$ cat src/rtl/rgb_fade_pwm.sv
// RGB PWM driver for three active-low LEDs, fading each channel one level per step toward its target.
// Define RGB_FADE_GAMMA_EN for squared (perceptual) duty instead of linear duty.
module rgb_fade_pwm #(
    parameter int P_PWM_BITS  = 8,
    parameter int P_RATE_BITS = 8
) (
    input  logic                      i_clk,
    input  logic                      i_rst_n,
    input  logic                      i_valid,
    output logic                      o_ready,
    input  logic [3*P_PWM_BITS-1:0]   i_color,
    input  logic [P_RATE_BITS-1:0]    i_fade_rate,
    output logic                      o_busy,
    output logic                      o_led_r,
    output logic                      o_led_g,
    output logic                      o_led_b
);

    localparam int W = P_PWM_BITS;
    localparam logic [W-1:0] CNT_MAX = '1;

    typedef enum logic {
        IDLE,
        FADE
    } state_t;

    state_t                   state_q, state_d;
    logic [W-1:0]             cnt_q;
    logic [2:0][W-1:0]        lvl_q, lvl_d;
    logic [2:0][W-1:0]        tgt_q;
    logic [2:0][W-1:0]        duty_q, duty_d;
    logic [P_RATE_BITS-1:0]   rate_q;
    logic [P_RATE_BITS-1:0]   step_q, step_d;
    logic [2:0]               led_q;
    logic                     wrap;
    logic                     accept;

    assign wrap    = (cnt_q == CNT_MAX);
    assign o_ready = (state_q == IDLE);
    assign o_busy  = (state_q == FADE);
    assign accept  = i_valid && o_ready;

    always_comb begin
        state_d = state_q;
        lvl_d   = lvl_q;
        step_d  = step_q;
        unique case (state_q)
            IDLE: begin
                if (accept) begin
                    step_d = '0;
                    if (i_color != lvl_q) state_d = FADE;
                end
            end
            FADE: begin
                if (wrap) begin
                    if (rate_q == '0) begin
                        lvl_d = tgt_q;
                    end else if (step_q == rate_q - 1'b1) begin
                        step_d = '0;
                        for (int c = 0; c < 3; c++) begin
                            if (lvl_q[c] < tgt_q[c])
                                lvl_d[c] = lvl_q[c] + 1'b1;
                            else if (lvl_q[c] > tgt_q[c])
                                lvl_d[c] = lvl_q[c] - 1'b1;
                        end
                    end else begin
                        step_d = step_q + 1'b1;
                    end
                    if (lvl_d == tgt_q) state_d = IDLE;
                end
            end
            default: state_d = IDLE;
        endcase
    end

`ifdef RGB_FADE_GAMMA_EN
    logic [2*W-1:0] sq;
    always_comb begin
        sq     = '0;
        duty_d = '0;
        for (int c = 0; c < 3; c++) begin
            sq        = {{W{1'b0}}, lvl_d[c]} * {{W{1'b0}}, lvl_d[c]};
            duty_d[c] = sq[2*W-1:W];
        end
    end
`else
    always_comb begin
        duty_d = lvl_d;
    end
`endif

    // duty is only reloaded on wrap so each PWM period sees a single level
    always_ff @(posedge i_clk) begin
        if (!i_rst_n) begin
            state_q <= IDLE;
            cnt_q   <= '0;
            lvl_q   <= '0;
            tgt_q   <= '0;
            duty_q  <= '0;
            rate_q  <= '0;
            step_q  <= '0;
            led_q   <= '1;
        end else begin
            state_q <= state_d;
            cnt_q   <= cnt_q + 1'b1;
            lvl_q   <= lvl_d;
            step_q  <= step_d;
            if (accept) begin
                tgt_q  <= i_color;
                rate_q <= i_fade_rate;
            end
            if (wrap) duty_q <= duty_d;
            for (int c = 0; c < 3; c++)
                led_q[c] <= ~(duty_q[c] > cnt_q);
        end
    end

    assign o_led_r = led_q[2];
    assign o_led_g = led_q[1];
    assign o_led_b = led_q[0];

endmodule

$ cat config.mk
export PLATFORM = sky130hd
export DESIGN_NAME = rgb_fade_pwm
export DESIGN_NICKNAME = d
export VERILOG_FILES = /design/src/rtl/rgb_fade_pwm.sv
export SDC_FILE = /design/constraint.sdc
export NUM_CORES = 1
export LEC_CHECK = 0
export CAP_MARGIN = 20
export CORE_ASPECT_RATIO = 0.7
export CORE_MARGIN = 2
export CORE_UTILIZATION = 55
export CTS_BUF_LIST = sky130_fd_sc_hd__clkbuf_4
export DETAILED_ROUTE_END_ITERATION = 10
export GPL_TIMING_DRIVEN = 1
export PLACE_DENSITY = 0.75
export SLEW_MARGIN = 20
export SYNTH_ARGS = -nofsm -noshare
export SYNTH_HDL_FRONTEND = slang
export SYNTH_SLANG_ARGS = --single-unit
$ cat constraint.sdc
create_clock -name i_clk -period 6.8 [get_ports i_clk]
set_input_delay 1.02 -clock i_clk [delete_from_list [all_inputs] [get_ports i_clk]]
set_output_delay 1.02 -clock i_clk [all_outputs]
set_load 0.02 [all_outputs]
After elaboration in Yosys (flattened, before gate mapping)
Cells that the tools add are included.
{ "classes": {"n_addsub": 9, "n_lt_le_gt_ge": 9, "n_eq_ne": 7, "n_mux": 22, "bitwise_logic": 4, "reduce_logical": 3} }
{ "op_table": {"columns": ["cell", "n"], "rows": [
  ["$mux 24", 6],
  ["$mux 8", 10],
  ["$gt 8x8->1", 6],
  ["$add 8x1->8 const B", 5],
  ["$sub 8x1->8 const B", 4],
  ["$eq 24x24->1", 1],
  ["$lt 8x8->1", 3],
  ["$ne 24x24->1", 1],
  ["$pmux 8 s2", 1],
  ["$eq 8x8->1", 1],
  ["$eq 8x8->1 const B", 1],
  ["$logic_not 8->1", 1],
  ["$mux 1", 4],
  ["$ne 2x1->1 const B", 2],
  ["$not 1->1", 4],
  ["$reduce_and 3->1", 1],
  ["$ne 2x2->1 const B", 1],
  ["$pmux 1 s2", 1],
  ["$logic_and 1x1->1", 1]
]} }
{ "totals": {"register_bits": 100, "output_inout_bits": 5, "elab_cells": 68} }

Logic depth before layout (Yosys ltp)
Gate-level depths: netlist (run 1).
{ "depth": {"ltp_word": 11, "mapped_depth": 14} }

Worst setup path after synthesis (run 1)
OpenSTA, ideal clock, no wires.
{ "synth_timing": {"path_kind": "input-to-reg", "startpoint": "input i_color[9]", "endpoint": "register state_q, in the netlist o_busy", "setup_ns": 0.124, "t_arrival_ns": 3.208, "slack_ns": 3.468, "cell_stages": 10, "path_cell_list": "xor2_1 nor4_1 nand4_1 o31ai_1 nand4_1 a311o_1 a2111o_1 or3_1 nor4_1 a21oi_1"} }
{ "synth_between": {"elab_chain_cells": 4} }
{ "synth_rtl": {"columns": ["item", "line", "text"], "rows": [
  ["from (decl)", "11", "input logic [3*P_PWM_BITS-1:0] i_color,"],
  ["$ne 24x24->1", "51", "if (i_color != lvl_q) state_d = FADE;"],
  ["$mux 1", "51", null],
  ["$mux 1", "49", "if (accept) begin"],
  ["$pmux 1 s2", "47", "unique case (state_q)"],
  ["to (signal assigned)", "104", "state_q <= state_d;"],
  ["to (decl)", "27", "state_t state_q, state_d;"]
]} }
Every way passes these cells.
A chain may end at the register's enable or synchronous reset.

Final worst setup path (run 1)
{ "layout_timing": {"startpoint": "input i_color[0]", "endpoint": "register state_q, in the netlist o_busy"} }
The elaborated chain is that of the path after synthesis.

==> results of run 1 <==
-- state kept, by name, summed over array words and instances, names as in the netlist --
name / count
duty_q: 24
lvl_q: 24
tgt_q: 24
cnt_q: 8
rate_q: 8
step_q: 8
led_q: 3
o_busy: 1
-- cells in the mapped netlist, types with 3 or more instances --
cell,count
nand2b_1,3
and3_1,9
a31oi_1,9
o22ai_1,20
o211ai_1,12
nor3_1,22
o21ai_0,37
nand2_1,151
dfxtp_1,100
ha_1,58
a22o_1,3
o21ai_1,9
o211a_1,3
a21o_1,12
mux2i_1,3
nand3_1,31
nand4_1,25
a211oi_1,10
xor2_1,27
nor2_1,64
nor2b_1,13
a21oi_1,124
o21a_1,5
nor4_1,12
nor3b_1,3
or4_1,5
inv_1,47
xnor2_1,42
or3_1,9
clkbuf_1,57
and3b_1,3
and2_1,21
-- cell families (layout without fill, tap and decap cells) --
logic type / count (synthesis) / in the layout / synth area share [%]
AND/OR/NAND/NOR: 383 / 383 / 25.2
AO/OA/AOI/OAI: 275 / 275 / 22.9
buffers and inverters: 109 / 114 / 5.65
flip-flops: 100 / 100 / 27.5
XOR/XNOR: 69 / 69 / 8.29
adder cells (fa/ha/maj): 58 / 58 / 9.96
multiplexers: 4 / 4 / 0.567
other: 0 / 2 / 0
-- stage by stage --
step | power (mW) | area (um^2)
5_1_grt | 1.30 | 7870
3_3_place_gp | 0.930 | 7740
2_1_floorplan | 0.836 | 7290
6_report | 1.24 | 7870
3_5_place_dp | 0.933 | 7740
4_1_cts | 1.24 | 7870
-- routing by layer --
| layer | wire length [um] | vias to the layer above | part of all wire, % |
|---|---|---|---|
| li1 | - | 3547 | - |
| met1 | 10700 | 3369 | 48 |
| met5 | 0 | - | 0 |
| met4 | 583 | 0 | 2.6 |
| met2 | 8760 | 344 | 40 |
| met3 | 2050 | 51 | 9.3 |
-- worst paths after layout --
kind / from / to / slack (ns) / depth (start not counted)
worst max-delay path: i_color[0] / o_busy$_SDFF_PN0_ / 2.67 / 11
worst min register to register: duty_q[2]$_SDFFE_PN0P_ / duty_q[2]$_SDFFE_PN0P_ / 0.47 / 2
worst min-delay path: duty_q[2]$_SDFFE_PN0P_ / duty_q[2]$_SDFFE_PN0P_ / 0.47 / 2
worst max register to register: lvl_q[1]$_SDFF_PN0_ / o_busy$_SDFF_PN0_ / 2.97 / 11
-- critical path, delay by kind of cell --
family / cells / cell delay, ns
AOI/OAI and AO/OA: 4 / 1.12
xor gates and xnor gates: 1 / 0.26
and+or+nand+nor: 5 / 1.67
buffers and inverters: 1 / 0.45
-- area by class of cell --
cell class	count	area (um^2)
fillers	1264	5180
multi-input cells	789	4880
flip-flops and latches	100	2000
repair buffers	50	473
well taps	166	208
inverters	48	180
clock buffers	9	67.6
clock inverters	7	58.8
diodes	2	5.00
-- power breakdown --
| part | internal [mW] | leakage (nW) | switching (mW) | total [mW] |
|---|---|---|---|---|
| clock | 0.0812 | 0.0737 | 0.232 | 0.313 |
| sequential | 0.602 | 0.812 | 0.0244 | 0.627 |
| combinational | 0.114 | 2.06 | 0.189 | 0.303 |
| total | 0.798 | 2.95 | 0.445 | 1.24 |
-- layout by cell type, fill, tap and decap left out, types with 3 or more instances in the layout --
cell type and instances:
nor4_1 12, o22ai_1 20, o211ai_1 12, nor2b_1 12, o21a_1 5, and2_1 21
xnor2_1 42, clkbuf_4 9, xor2_1 27, buf_4 11, a211oi_1 10, ha_1 58
a21oi_1 124, nand3_1 31, o21ai_0 37, clkinv_4 3, a31oi_1 9, or4_1 5
nand2b_1 3, nor3b_1 3, o211a_1 3, nand2_1 151, inv_1 47, and3b_1 3
o21ai_1 9, a22o_1 3, mux2i_1 3, a21o_1 12, dfxtp_1 100, clkdlybuf4s50_1 39
nand4_1 25, or3_1 9, nor3_1 22, and3_1 9, nor2_1 64
==> results.py, run 1 <==
metrics = {
    "floorplan": {
        "die_area_mm2": 0.0142,
        "die_height_um": 100,
        "start_util_pct": 55.8,
        "die_w_um": 142,
        "io_pins": 40,
        "coreArea_mm2": 0.0131,
        "rows": 35,
    },
    "yosys": {
        "syn-instance-count": 998,
        "synth_cell_types": 66,
        "synth_fp_nets": 1091,
        "yosys.area.top_type_share_pct": 27.5,
        "ys.warnings.count": 0,
        "synth_edf_count": 0,
        "synth.avg_cell_area_um2": 7.30,
        "synth_area_mm2": 0.00729,
        "synth.area.top_cells": "dfxtp_1 (27%), ha_1 (10%), a21oi_1 (8.5%)",
        "synthFlopType": "dfxtp_1",
        "synth_area_leader_cell": "dfxtp_1",
        "synth-seq-cells": 100,
        "async_flop_share_pct": 0,
        "yosysSeqAreaShare_pct": 27.5,
    },
    "clock_network": {
        "root_buffer": "clkbuf_4",
        "clkTransAtPathRegs_ns": 0.17,
        "clock_insertion_delay_worst_skew_ns": 0.50,
        "cts_setup_buffers": 0,
        "tritoncts": "done",
        "cts_resized": 0,
        "holdBufCountCts": 0,
        "cts.sinks": 100,
        "clock_path_buffers": 2,
        "cts_buffers": 9,
        "cts_max_level": 3,
    },
    "drt": {
        "firstDrtPassIters": 7,
        "drc": 0,
        "wire_per_inst_um": 18.9,
        "vias": 7311,
        "drtAntennaViolNets": 0,
        "drt_iter0_drc": 710,
        "viasPerCell": 6.24,
        "postRouteWirelength_um": 22100,
    },
    "timing": {
        "max_freq_mhz": 242,
        "final.setup.tns_ns": 0,
        "hold_slack_ns": 0.469,
        "worst_slack_ns": 2.67,
        "hold_viol": 0,
        "min_period_ns": 4.13,
        "clock_skew_ns": 0.0148,
        "tightest_slew_ns": 0.863,
        "max_slew_margin_pct": 42.5,
        "rsz0062_at_grt": "false",
        "final-setup-viol-count": 0,
        "slew_violations": 0,
        "fin_crit_sh_pct": 60.8,
    },
    "worst_hold_path": {
        "hold_class": "flip-flop to flip-flop",
    },
    "setup_path": {
        "crit_path_top_delay_cell": "nor4_1",
        "end_kind": "flip-flop",
        "crit_fanout": 2,
        "critPathRequiredTime_ns": 7.19,
        "max_stage_delay_ns": 0.70,
        "start_kind": "input pin",
        "path_class": "input pin to flip-flop",
        "crit_chain": "clkdlybuf4s50_1 > xor2_1 > nor4_1 > nand4_1 > o31ai_1 > nand4_1 > a311o_1 > a2111o_1 > or3_1 > nor4_1 > a21oi_1",
        "critical_path_arrival_ns": 4.52,
    },
    "placement": {
        "port_buffers": 39,
        "dpl_worst_slack_ns": 2.41,
        "dp_cells": 1153,
        "hpwlAfterDp_um": 15900,
        "gp_congestion": 0.994,
    },
    "power_and_ir_drop": {
        "p_leak_nw": 2.95,
        "ir_drop_v": 0.000106,
        "powerDensity_mw_per_mm2": 158,
    },
    "status": {
        "status": "finished, final reports clean",
    },
    "global_route": {
        "grt_max_degree": 71,
        "use_met3_pct": 7.35,
        "grt_pass1_wl_um": 35300,
        "met2_usage_pct": 45.0,
        "top_usage_layer": "met1",
        "grt_pass1_vias": 6537,
        "grtUsageMet1_pct": 47.7,
        "antenna_found_initial": 0,
        "track_usage_pct": 31.8,
        "grt_overflow": 0,
    },
    "final_layout": {
        "layout.nets": 1091,
        "finalNonFillerCells": 1171,
        "drive_gt1_share_pct": 3.39,
        "area_growth_pct": 8.00,
        "postLayoutCoreUtil_pct": 60.3,
    },
    "job": {
        "cap_violations": 0,
    },
}
No activity file was read; power rests on OpenSTA's default activity.
==> inputs of run 2 (changes only) <==
Clock period 6.8 ns to 4.1 ns, I/O delays scaled along.
==> run 2 against run 1 <==
  * Sequential share of layout area is 0.26 points lower
  * Non-clock buffer count is 12 higher
  * Core utilization is 0.63 points higher
  * Total power is 66% higher
  * Flip-flop and latch count stayed put
  * Cell count is 0.77% higher
  * Global-route usage is 0.50 points lower
  * Critical path type is now flip-flop to flip-flop
  * Largest power group unchanged
==> results.py, run 2 (synthesized netlist as in run 1, its figures left out) <==
metrics = {
    "placement": {
        "dp_cells": 1165,
        "hpwlAfterDp_um": 16200,
        "gp_congestion": 1.01,
        "dpl_worst_slack_ns": 0.193,
        "port_buffers": 39,
    },
    "timing": {
        "hold_slack_ns": 0.472,
        "max_freq_mhz": 267,
        "hold_viol": 0,
        "min_period_ns": 3.75,
        "rsz0062_at_grt": "false",
        "worst_slack_ns": 0.351,
        "tightest_slew_ns": 0.987,
        "max_slew_margin_pct": 34.1,
        "clock_skew_ns": 0.0196,
        "final-setup-viol-count": 0,
        "slew_violations": 0,
        "final.setup.tns_ns": 0,
        "fin_crit_sh_pct": 91.4,
    },
    "setup_path": {
        "r2r_setup_slack_ns": 0.35,
        "critPathRequiredTime_ns": 4.47,
        "end_kind": "flip-flop",
        "path_class": "flip-flop to flip-flop",
        "r2r_start": "tgt_q[1]$_SDFFE_PN0P_",
        "startpoint": "tgt_q[1]$_SDFFE_PN0P_",
        "start_kind": "flip-flop",
        "critical_path_arrival_ns": 4.12,
        "crit_fanout": 7,
    },
    "clock_network": {
        "cts_max_level": 3,
        "holdBufCountCts": 0,
        "cts_buffers": 9,
        "cts_setup_buffers": 0,
        "clkTransAtPathRegs_ns": 0.17,
        "root_buffer": "clkbuf_4",
        "clock_insertion_delay_worst_skew_ns": 0.48,
        "tritoncts": "done",
        "cts_resized": 0,
        "clock_path_buffers": 2,
        "cts.sinks": 100,
    },
    "floorplan": {
        "rows": 35,
        "coreArea_mm2": 0.0131,
        "io_pins": 40,
        "start_util_pct": 55.8,
        "die_area_mm2": 0.0142,
        "die_w_um": 142,
        "die_height_um": 100,
    },
    "final_layout": {
        "layout.nets": 1103,
        "antennaDiodeCount": 0,
        "layout_commonest_cell": "nand2_1",
        "drive_gt1_share_pct": 4.44,
        "area_growth_pct": 9.13,
        "reg_top3": "duty_q: 24 flops, lvl_q: 24 flops, tgt_q: 24 flops",
        "final_cell_mix": "nand2_1 (151), a21oi_1 (124), dfxtp_1 (100)",
        "finalNonFillerCells": 1180,
    },
    "worst_hold_path": {
        "min_from": "duty_q[3]$_SDFFE_PN0P_",
        "hold_class": "flip-flop to flip-flop",
    },
    "status": {
        "status": "finished, final reports clean",
    },
    "global_route": {
        "grt_pass1_vias": 6638,
        "grt_pass1_wl_um": 34900,
        "grt_overflow": 0,
        "track_usage_pct": 31.3,
        "grt_max_degree": 56,
        "antenna_found_initial": 0,
    },
    "drt": {
        "vias": 7352,
        "drtAntennaViolNets": 0,
        "drc": 0,
        "viasPerCell": 6.23,
        "postRouteWirelength_um": 21800,
        "drt_iter0_drc": 868,
        "firstDrtPassIters": 5,
        "wire_per_inst_um": 18.5,
    },
    "power_and_ir_drop": {
        "ir_drop_v": 0.000156,
        "powerDensity_mw_per_mm2": 260,
        "power_mw": 2.07,
        "p_leak_nw": 3.00,
    },
    "job": {
        "cap_violations": 0,
    },
}
[run 2: cell types whose count changed in the layout (fill, tap and decap cells not counted), sizes merged]
cell,previous run,this run
clkinvlp,0,1
inv,50,51
clkinv,5,2
buf,11,23
diode,2,0
[run 2: worst max-delay path, cell delays in order (launching register included)]
cell	delay, ns
dfxtp_1	0.40
inv_1	0.13
ha_1	0.30
nor2b_1	0.13
o211ai_1	0.25
a21oi_1	0.22
nor2_1	0.42
o22ai_1	0.27
a211o_1	0.31
a2111o_1	0.41
or3_1	0.38
nor4_1	0.31
a21oi_1	0.11
[run 2: final cells by class]
cell class	count	area, um^2
repair buffers	62	563
well taps	166	208
multi-input cells	789	4880
clock buffers	9	67.6
flip-flops and latches	100	2000
clock inverters	6	56.3
fillers	1254	5100
inverters	48	180
[run 2: worst paths after layout]
path                                               end  cells after the start
worst min register to register  duty_q[3]$_SDFFE_PN0P_                      2
worst min-delay path            duty_q[3]$_SDFFE_PN0P_                      2
worst max-delay path                 o_busy$_SDFF_PN0_                     12
worst max register to register       o_busy$_SDFF_PN0_                     12
[run 2: stage by stage]
step                      utilization [%]  instance area (um^2)
after global routing                 60.9                  7950
after global placement               60.0                  7830
after CTS                            60.9                  7950
after detailed placement             60.0                  7830
after floorplan                         -                  7290
final                                60.9                  7950
[run 2: per-layer routing]
metal  wire (um)  up-vias  global-route usage (%)
met5           0        -                       0
met4         408        0                    6.77
met3        2450       37                    6.92
met2        8830      373                    47.5
met1       10100     3379                    45.6
li1            -     3563                       -
[run 2: power by group]
part | internal [mW] | total [mW] | leakage (nW) | switching [mW]
logic | 0.195 | 0.506 | 2.12 | 0.311
registers | 0.999 | 1.04 | 0.812 | 0.0380
clock network | 0.135 | 0.525 | 0.0664 | 0.391
